<file path="src/rtl/led_fade_pkg.sv">
// ============================================================================
//  Module   : led_fade_pkg
//  Purpose  : Shared definitions for the LED fade block: fade state encoding
//             and default values for the step divider and duty width.
//  Contents : fade_state_t, c_STEP_DIV, c_DUTY_W, c_PRESC_W
//  Revision : 1.0  initial release
// ============================================================================
`default_nettype none

package led_fade_pkg;

   // Fade controller states; the encoding is fixed so that other blocks in
   // the codebase can decode the state directly.
   typedef enum logic [1:0] {
      ST_LOW  = 2'b00,
      ST_RISE = 2'b01,
      ST_HIGH = 2'b10,
      ST_FALL = 2'b11
   } fade_state_t;

   localparam int unsigned c_STEP_DIV = 4096;  // clocks between duty steps
   localparam int unsigned c_DUTY_W   = 8;     // PWM counter / duty width
   localparam int unsigned c_PRESC_W  = 16;    // step prescaler width

endpackage : led_fade_pkg

`default_nettype wire

</file>
<file path="src/rtl/led_fade_pwm.sv">
// ============================================================================
//  Module   : led_pwm
//  Purpose  : Free-running PWM counter with a registered duty compare that
//             drives the LED.
//  Ports    : m_clock  - system clock
//             p_reset  - asynchronous active-low reset
//             i_duty   - current duty value
//             o_led    - registered PWM output
//  Revision : 1.0  initial release
// ============================================================================
`default_nettype none

module led_pwm
   import led_fade_pkg::*;
#(
   parameter int unsigned DUTY_W = c_DUTY_W
) (
   input  logic              m_clock,
   input  logic              p_reset,
   input  logic [DUTY_W-1:0] i_duty,
   output logic              o_led
);

   localparam logic [DUTY_W-1:0] c_DUTY_MAX = '1;

   logic [DUTY_W-1:0] r_pwm_cnt;
   logic              r_led;

   // The counter never stops: it ignores fade state and enable so the LED
   // keeps modulating while stepping is frozen.
   always_ff @(posedge m_clock or negedge p_reset) begin
      if (!p_reset) begin
         r_pwm_cnt <= '0;
         r_led     <= 1'b1;
      end else begin
         r_pwm_cnt <= r_pwm_cnt + 1'b1;
         // Full duty is forced on explicitly; cnt < max alone would leave
         // one dark slot per period.
         r_led     <= (i_duty == c_DUTY_MAX) || (r_pwm_cnt < i_duty);
      end
   end

   assign o_led = r_led;

endmodule : led_pwm

`default_nettype wire

</file>
<file path="src/rtl/led_fade.sv">
// ============================================================================
//  Module   : led_fade
//  Purpose  : LED fade controller. Each change of the blink level starts a
//             linear fade of the PWM duty towards full on (blink=1) or off
//             (blink=0), one duty step every STEP_DIV clocks.
//  Ports    : m_clock - system clock
//             p_reset - asynchronous active-low reset
//             blink   - blink level, synchronous to m_clock
//             en      - fade enable (0 freezes stepping, PWM continues)
//             led     - PWM LED drive (registered)
//             duty    - current duty value
//             busy    - high while fading (RISE or FALL)
//  Revision : 1.0  initial release
// ============================================================================
`default_nettype none

module led_fade
   import led_fade_pkg::*;
#(
   parameter int unsigned STEP_DIV = c_STEP_DIV,
   parameter int unsigned DUTY_W   = c_DUTY_W
) (
   input  logic              m_clock,
   input  logic              p_reset,
   input  logic              blink,
   input  logic              en,
   output logic              led,
   output logic [DUTY_W-1:0] duty,
   output logic              busy
);

   localparam logic [DUTY_W-1:0]    c_DUTY_MAX  = '1;
   localparam logic [c_PRESC_W-1:0] c_STEP_LAST = c_PRESC_W'(STEP_DIV - 1);

   fade_state_t          r_state;
   fade_state_t          w_state_nxt;
   logic [DUTY_W-1:0]    r_duty;
   logic [DUTY_W-1:0]    w_duty_nxt;
   logic [c_PRESC_W-1:0] r_presc;
   logic [c_PRESC_W-1:0] w_presc_nxt;
   logic                 r_blink_d;
   logic                 w_edge;
   logic                 w_take_edge;
   logic                 w_busy;

   assign w_edge = blink ^ r_blink_d;
   assign w_busy = (r_state == ST_RISE) || (r_state == ST_FALL);

   always_ff @(posedge m_clock or negedge p_reset) begin
      if (!p_reset) begin
         r_state   <= ST_HIGH;
         r_duty    <= c_DUTY_MAX;
         r_presc   <= '0;
         r_blink_d <= 1'b1;
      end else begin
         r_state   <= w_state_nxt;
         r_duty    <= w_duty_nxt;
         r_presc   <= w_presc_nxt;
         r_blink_d <= blink;
      end
   end

   always_comb begin
      w_state_nxt = r_state;
      w_duty_nxt  = r_duty;
      w_presc_nxt = r_presc;
      w_take_edge = 1'b0;

      // Only edges that move the fade towards the new blink level count;
      // the duty is left where it is so a reversal has no jump.
      if (w_edge) begin
         case (r_state)
            ST_LOW:  w_take_edge = blink;
            ST_RISE: w_take_edge = !blink;
            ST_HIGH: w_take_edge = !blink;
            ST_FALL: w_take_edge = blink;
            default: w_take_edge = 1'b0;
         endcase
      end

      if (w_take_edge) begin
         // An accepted edge outranks a coincident step boundary.
         w_state_nxt = blink ? ST_RISE : ST_FALL;
         w_presc_nxt = '0;
      end else if (w_busy && en) begin
         if (r_presc == c_STEP_LAST) begin
            w_presc_nxt = '0;
            // Reaching an end stop finishes the fade instead of stepping.
            if (r_state == ST_RISE) begin
               if (r_duty == c_DUTY_MAX) w_state_nxt = ST_HIGH;
               else                      w_duty_nxt  = r_duty + 1'b1;
            end else begin
               if (r_duty == '0) w_state_nxt = ST_LOW;
               else              w_duty_nxt  = r_duty - 1'b1;
            end
         end else begin
            w_presc_nxt = r_presc + 1'b1;
         end
      end
   end

   led_pwm #(
      .DUTY_W (DUTY_W)
   ) u_pwm (
      .m_clock (m_clock),
      .p_reset (p_reset),
      .i_duty  (r_duty),
      .o_led   (led)
   );

   assign duty = r_duty;
   assign busy = w_busy;

endmodule : led_fade

`default_nettype wire

</file>
<file path="config.mk">
export PLATFORM = sky130hd
export DESIGN_NAME = led_fade
export DESIGN_NICKNAME = d
export VERILOG_FILES = /design/src/rtl/led_fade_pkg.sv /design/src/rtl/led_fade_pwm.sv /design/src/rtl/led_fade.sv
export SDC_FILE = /design/constraint.sdc
export NUM_CORES = 1
export LEC_CHECK = 0
export CAP_MARGIN = 20
export CORE_UTILIZATION = 55
export CTS_CLUSTER_SIZE = 24
export DETAILED_ROUTE_END_ITERATION = 12
export DONT_BUFFER_PORTS = 1
export PLACE_DENSITY = 0.7
export RECOVER_POWER = 25
export SYNTH_ARGS = -nofsm -noshare
export SYNTH_HDL_FRONTEND = slang
export SYNTH_SLANG_ARGS = --single-unit
export TNS_END_PERCENT = 100
</file>
<file path="constraint.sdc">
create_clock -name m_clock -period 3.1 [get_ports m_clock]
set_input_delay 0.155 -clock m_clock [delete_from_list [all_inputs] [get_ports m_clock]]
set_output_delay 0.155 -clock m_clock [all_outputs]
set_load 0.1 [all_outputs]
</file>
# Yosys cells after proc, flatten, opt, wreduce, memory -nomap -nowiden
# Cells that the tools add are included.
dict set report word_totals {
  mem_count 0
  in_bits 4
  register_bits 36
  ramBits 0
  romBits 0
  latch_bits 0
}
dict set report op_classes {
  shift 0
  div_mod_pow 0
  add_sub_neg 4
  eq_ne 8
  reduce_logical 13
  multipliers 0
  n_bitwise 2
  magnitude_cmp 1
  muxes 15
}
# op n
set ops {}
lappend ops {{two-way mux 16 bit} 3}
lappend ops {{two-way mux 8 bit} 3}
lappend ops {{adder 16 x 1 -> 16 bit (second input constant)} 1}
lappend ops {{adder 8 x 1 -> 8 bit (second input constant)} 2}
lappend ops {{equality test 16 x 12 -> 1 bit (second input constant)} 1}
lappend ops {{two-way mux 2 bit} 7}
lappend ops {{equality test 8 bit (second input constant)} 1}
lappend ops {{logical NOT 8 bit} 1}
lappend ops {{< comparator 8 bit} 1}
lappend ops {{subtractor 8 x 1 -> 8 bit (second input constant)} 1}
lappend ops {{AND reduction 5 bit} 1}
lappend ops {{equality test 2 bit (second input constant)} 2}
lappend ops {{!= test 2 bit (second input constant)} 2}
lappend ops {{AND reduction 4 bit} 1}
lappend ops {{nonzero test 2 bit} 2}
lappend ops {{OR reduction 2 bit} 2}
lappend ops {{!= test 3 x 2 -> 1 bit (second input constant)} 1}
lappend ops {{nonzero test 3 bit} 1}
lappend ops {{equality test 2 x 1 -> 1 bit (second input constant)} 1}
lappend ops {{logical NOT 2 bit} 1}
lappend ops {{logical OR 1 bit} 2}
lappend ops {{one-hot mux 1 bit (2 select lines)} 1}
lappend ops {{logical AND 1 bit} 1}
lappend ops {{logical NOT 1 bit} 1}
lappend ops {{other kinds (3)} 3}

# Longest topological paths before layout
dict set report logic_depth {
  word_depth 6
  ltp_mapped 11
  ltp_nobuf 10
}

# Cells and area by module
# From an unflattened synthesis, not the netlist that was laid out.
dict set report hier_totals {
  hier_cells 251
  hier_area_um2 2257.2
}
# mod area_per_inst_um2 instances cells_each
set by_module_without_submodules {}
lappend by_module_without_submodules {led_fade 1724.2 1 200}
lappend by_module_without_submodules {led_pwm 533.0 1 51}

# Least setup slack after synthesis
# No wires, ideal clock.
dict set report synth_path {
  path_kind {register to register}
  from {register r_state[1]}
  to {register r_duty[7], in the netlist duty[7]}
  n_path_buf 1
  slack_ps 678
  t_required_ps 3025
  arrival_ps 2346
  synth_period_minus_slack_ps 2422
  path_stages_with_launch 12
  path_cell_list {dfstp_2 inv_1 ha_1 buf_2 inv_1 ha_1 a21o_1 or4_1 o21ai_0 o21ai_0 a21oi_2 xnor2_1}
}
dict set report synth_between {
  elab_chain_cells 6
  elab_cells_between_ends 15
  cone_classes {5 x eq/ne; 3 x mux; 1 x bitwise; 6 x reduce/logical}
}
# item line_no
set synth_rtl {}
lappend synth_rtl {{start, declared} led_fade.sv:35} ;# fade_state_t r_state;
lappend synth_rtl {{start signal, assigned} led_fade.sv:56} ;# r_state <= w_state_nxt;
lappend synth_rtl {{equality test 2 bit (tied with other cells)} {led_fade.sv:47, led_fade.sv:72}}
lappend synth_rtl {{OR reduction 2 bit (no line)} --}
lappend synth_rtl {{one-hot mux 1 bit (2 select lines)} led_fade.sv:72} ;# case (r_state)
lappend synth_rtl {{two-way mux 1 bit} led_fade.sv:71} ;# if (w_edge) begin
lappend synth_rtl {{NOT 1 bit (no line)} --}
lappend synth_rtl {{AND reduction 5 bit (no line)} --}
lappend synth_rtl {{end signal, assigned} led_fade.sv:52} ;# r_duty <= c_DUTY_MAX;
lappend synth_rtl {{end signal, assigned} led_fade.sv:57} ;# r_duty <= w_duty_nxt;
lappend synth_rtl {{end, declared} led_fade.sv:37} ;# logic [DUTY_W-1:0] r_duty;
# Several ways; a longest one is shown, not always the timed one.
# A chain may end at the register's enable or synchronous reset.

# Final worst setup path
# Ends and elaborated chain as after synthesis.

==> key figures <==
Clocking
  • CTS Buffer Depth: 2
  • CTS tree: built
  • Root buf cell: clkbuf_8
  • Later-pin clock latency in the skew report: 0.29 ns
  • Num CTS Buffers: 5
  • Worst-path clk slew: 0.07 ns
  • CTS sink cnt: 36
  • Setup Buffers After CTS: 0
  • Htree depth: 2

Setup path
  • Element type at the critical path end: flop
  • Worst Path Class, Setup: reg2reg
  • Crit-path cells: inv_1 -> ha_1 -> inv_1 -> ha_1 -> a21o_1 -> or4_1 -> o21ai_0 -> o21ai_0 -> a21oi_2 -> xnor2_1
  • Critical path data required time: 3.32 ns
  • Crit-path max cell delay: 0.55 ns
  • Critical path peak fanout: 11
  • Worst Setup Start Kind: flop
  • Critical-path cell with the highest stage delay: dfstp_2
  • Crit path arrival time: 2.83 ns

Pwr
  • P per Cell Area: 662.4 nW/um^2
  • Max VDD drop: 0.4098 mV
  • P_leak: 1.080 nW

Die
  • Initial cell density of the core: 58.89%
  • Die area: 4296 um^2
  • Die Y: 65.55 um
  • IO Pins: 14
  • Core area: 3771 um^2
  • Die X: 65.55 um
  • Cell Rows: 22

Timing
  • Worst Skew: 0.004450 ns
  • F_max: 0.3828 GHz
  • RSZ-0062 raised after global routing: false
  • Min cycle time layout: 2.612 ns
  • Period utilisation layout: 84.27%
  • Setup_tns: 0 ns
  • Fin. Hold Viols: 0
  • Final Slew Violations: 37
  • Final setup fails: 0
  • Tightest Pin Transition: 1.924 ns
  • Slew headroom: -28.30%

Final layout
  • Share of layout cells above drive strength 1: 16.60%
  • Fill count: 318
  • Post-Layout Cell Count: 295
  • # diodes: 0
  • Nets: 267
  • Area Growth Syn to Fin: 10.59%

GRT
  • Overflow after GRT: 0
  • Pin count of the biggest net entering global routing: 37
  • Gr busiest metal: met2
  • Global-route wire length before repair: 7.369 mm
  • Antenna violations before repair: 0
  • GRT Util Overall: 22.76%
  • Met2 GRT Util: 36.86%
  • Vias in the first global route: 1610
  • M3 GR Usage: 6.250%
  • Met1 usage: 27.98%

Synthesis
  • Mapped Area: 2221 um^2
  • Sequential area share after synthesis: 41.18%
  • Mean Syn Cell Area: 9.614 um^2
  • Synth top area share: 28.17%
  • Post-synthesis net count: 252
  • Synthesized instance count: 231
  • Async set-or-reset flop fraction in the synthesized netlist: 100.0%
  • Dominant synthesized flop cell: dfrtp_1
  • Post-synth EDFFs: 0
  • Most area-consuming cells after synthesis: dfrtp_1, dfstp_2, ha_1
  • Netlist cell types: 48
  • Warnings from Yosys: 0
  • Yosys reg bits: 36
  • Synth area leader: dfrtp_1

Outcome
  • Outcome: complete, but fails checks
  • Violated checks: max-capacitance violations, max-slew violations

Run
  • Max Cap Violations: 1

Routing
  • # DRC: 0
  • DR iter-0 viols: 62
  • Vias/cell: 5.624
  • WL per Instance: 14.52 um
  • Final WL: 4.283 mm
  • Routed Antenna Nets: 0
  • Via count: 1659
  • Initial DRT Pass Iterations: 4

Place
  • IO Port Bufs: 0
  • Hpwl dp: 3.028 mm
  • Placed cells: 284
  • Gp weighted congestion: 0.7397

Hold path
  • HP Class: in2reg
==> through the flow <==
| step | util, % | cell area [um^2] | setup WS (ns) | power, W | hold slack (ns) |
|---|---|---|---|---|---|
| after floorplan | - | 2221 | 0.6781 | 0.001094 | -0.1406 |
| after global placement | 61.55 | 2321 | 0.5890 | 0.001186 | -0.1399 |
| after detailed placement | 61.55 | 2321 | 0.5132 | 0.001203 | -0.1398 |
| after CTS | 65.56 | 2472 | 0.4940 | 0.001641 | 0.08526 |
| after global routing | 65.13 | 2456 | 0.3156 | 0.001731 | 0.1084 |
| final | 65.13 | 2456 | 0.4875 | 0.001627 | 0.1001 |
==> cells in the mapped netlist, types with 4 or more instances <==
cell type   n
xnor2_1    16
nor2_1     20
dfrtp_1    25
xor2_1     10
nand2_1    20
or3_1       4
and3_1      4
a21oi_1     9
inv_1      15
o21ai_0    13
a21o_1      5
nand3_1     6
dfstp_2    11
nand4_1     6
nor3_1      7
ha_1       17
==> final timing paths <==
kind	startpoint	end	slack, ns	cells past startpoint
worst max-delay path	r_state[1]	duty[7]	0.49	10
worst min register to register	u_pwm.r_pwm_cnt[7]	u_pwm.r_pwm_cnt[7]	0.49	1
worst max register to register	r_state[1]	duty[7]	0.49	10
worst min-delay path	en	duty[7]	0.10	3
min in group asynchronous	p_reset	r_presc[1]	0.93	2
max in group asynchronous	p_reset	u_pwm.r_pwm_cnt[1]	1.05	2
==> registers in the layout, summed over array words and instances (netlist names) <==
name             count
u_pwm.o_led          1
r_blink_d            1
u_pwm.r_pwm_cnt      8
r_presc             16
duty                 8
r_state              2
==> repair_timing <==
| action | 4_1_cts | 5_1_grt |
|---|---|---|
| hold buffers | 3 | 0 |
| resized for setup | 0 | 0 |
| endpoints found under the hold margin | 37 | 0 |
| setup endpoints to repair | 0 | 0 |
==> layout make-up <==
class	instances	area [um^2]	area share, %
multi-input combinational	176	1222	49.77
sequential	36	914.6	37.24
timing repair buffer	12	91.34	3.719
clock buffer	5	68.82	2.802
tap	48	60.06	2.445
inverter	15	56.30	2.292
clock inverter	3	42.54	1.732
==> worst max-delay path, delay by kind of cell, from the launching register on <==
family                   cells  cell delay, ns
XOR/XNOR                     1            0.13
buffers and inverters        2            0.29
AO/OA/AOI/OAI                4            0.56
AND/OR/NAND/NOR              1            0.38
flip-flops                   1            0.55
adder cells (fa/ha/maj)      2            0.62
==> logic make-up (layout without fill, tap and decap cells) <==
group | count (synthesis) | count (layout) | share of synthesized area (%)
AND/OR/NAND/NOR | 89 | 89 | 21.35
AO/OA/AOI/OAI | 41 | 41 | 12.39
flip-flops | 36 | 36 | 41.18
XOR/XNOR | 26 | 26 | 10.25
buffers and inverters | 19 | 35 | 3.774
adder cells (fa/ha/maj) | 17 | 17 | 9.577
multiplexers | 3 | 3 | 1.465
==> cell usage in the layout, fill, tap and decap left out, types with 3 or more instances in the layout <==
cell and n:
dfrtp_1 25, nand2_1 20, nor2_1 20, ha_1 17, xnor2_1 16, inv_1 15, o21ai_0 13, dfstp_2 11
xor2_1 10, a21oi_1 9, buf_4 9, nor3_1 7, nand4_1 6, nand3_1 6, a21o_1 5, clkbuf_8 5
and3_1 4, or3_1 4, a211oi_1 3, nor4_1 3
==> per-layer routing <==
layer,routed length (um),vias to the layer above
li1,-,843
met1,1986,786
met2,2055,22
met3,155,8
met4,86,0
met5,0,-
==> power by group <==
group | leakage, nW | switching, W | total (W) | internal [W]
Clock | 0.0541 | 0.000179 | 0.000417 | 0.000238
Sequential | 0.443 | 0.0000295 | 0.000535 | 0.000506
Combinational | 0.583 | 0.000430 | 0.000675 | 0.000245
Total | 1.08 | 0.000638 | 0.00163 | 0.000989
Power figures use the tool's default switching activity.
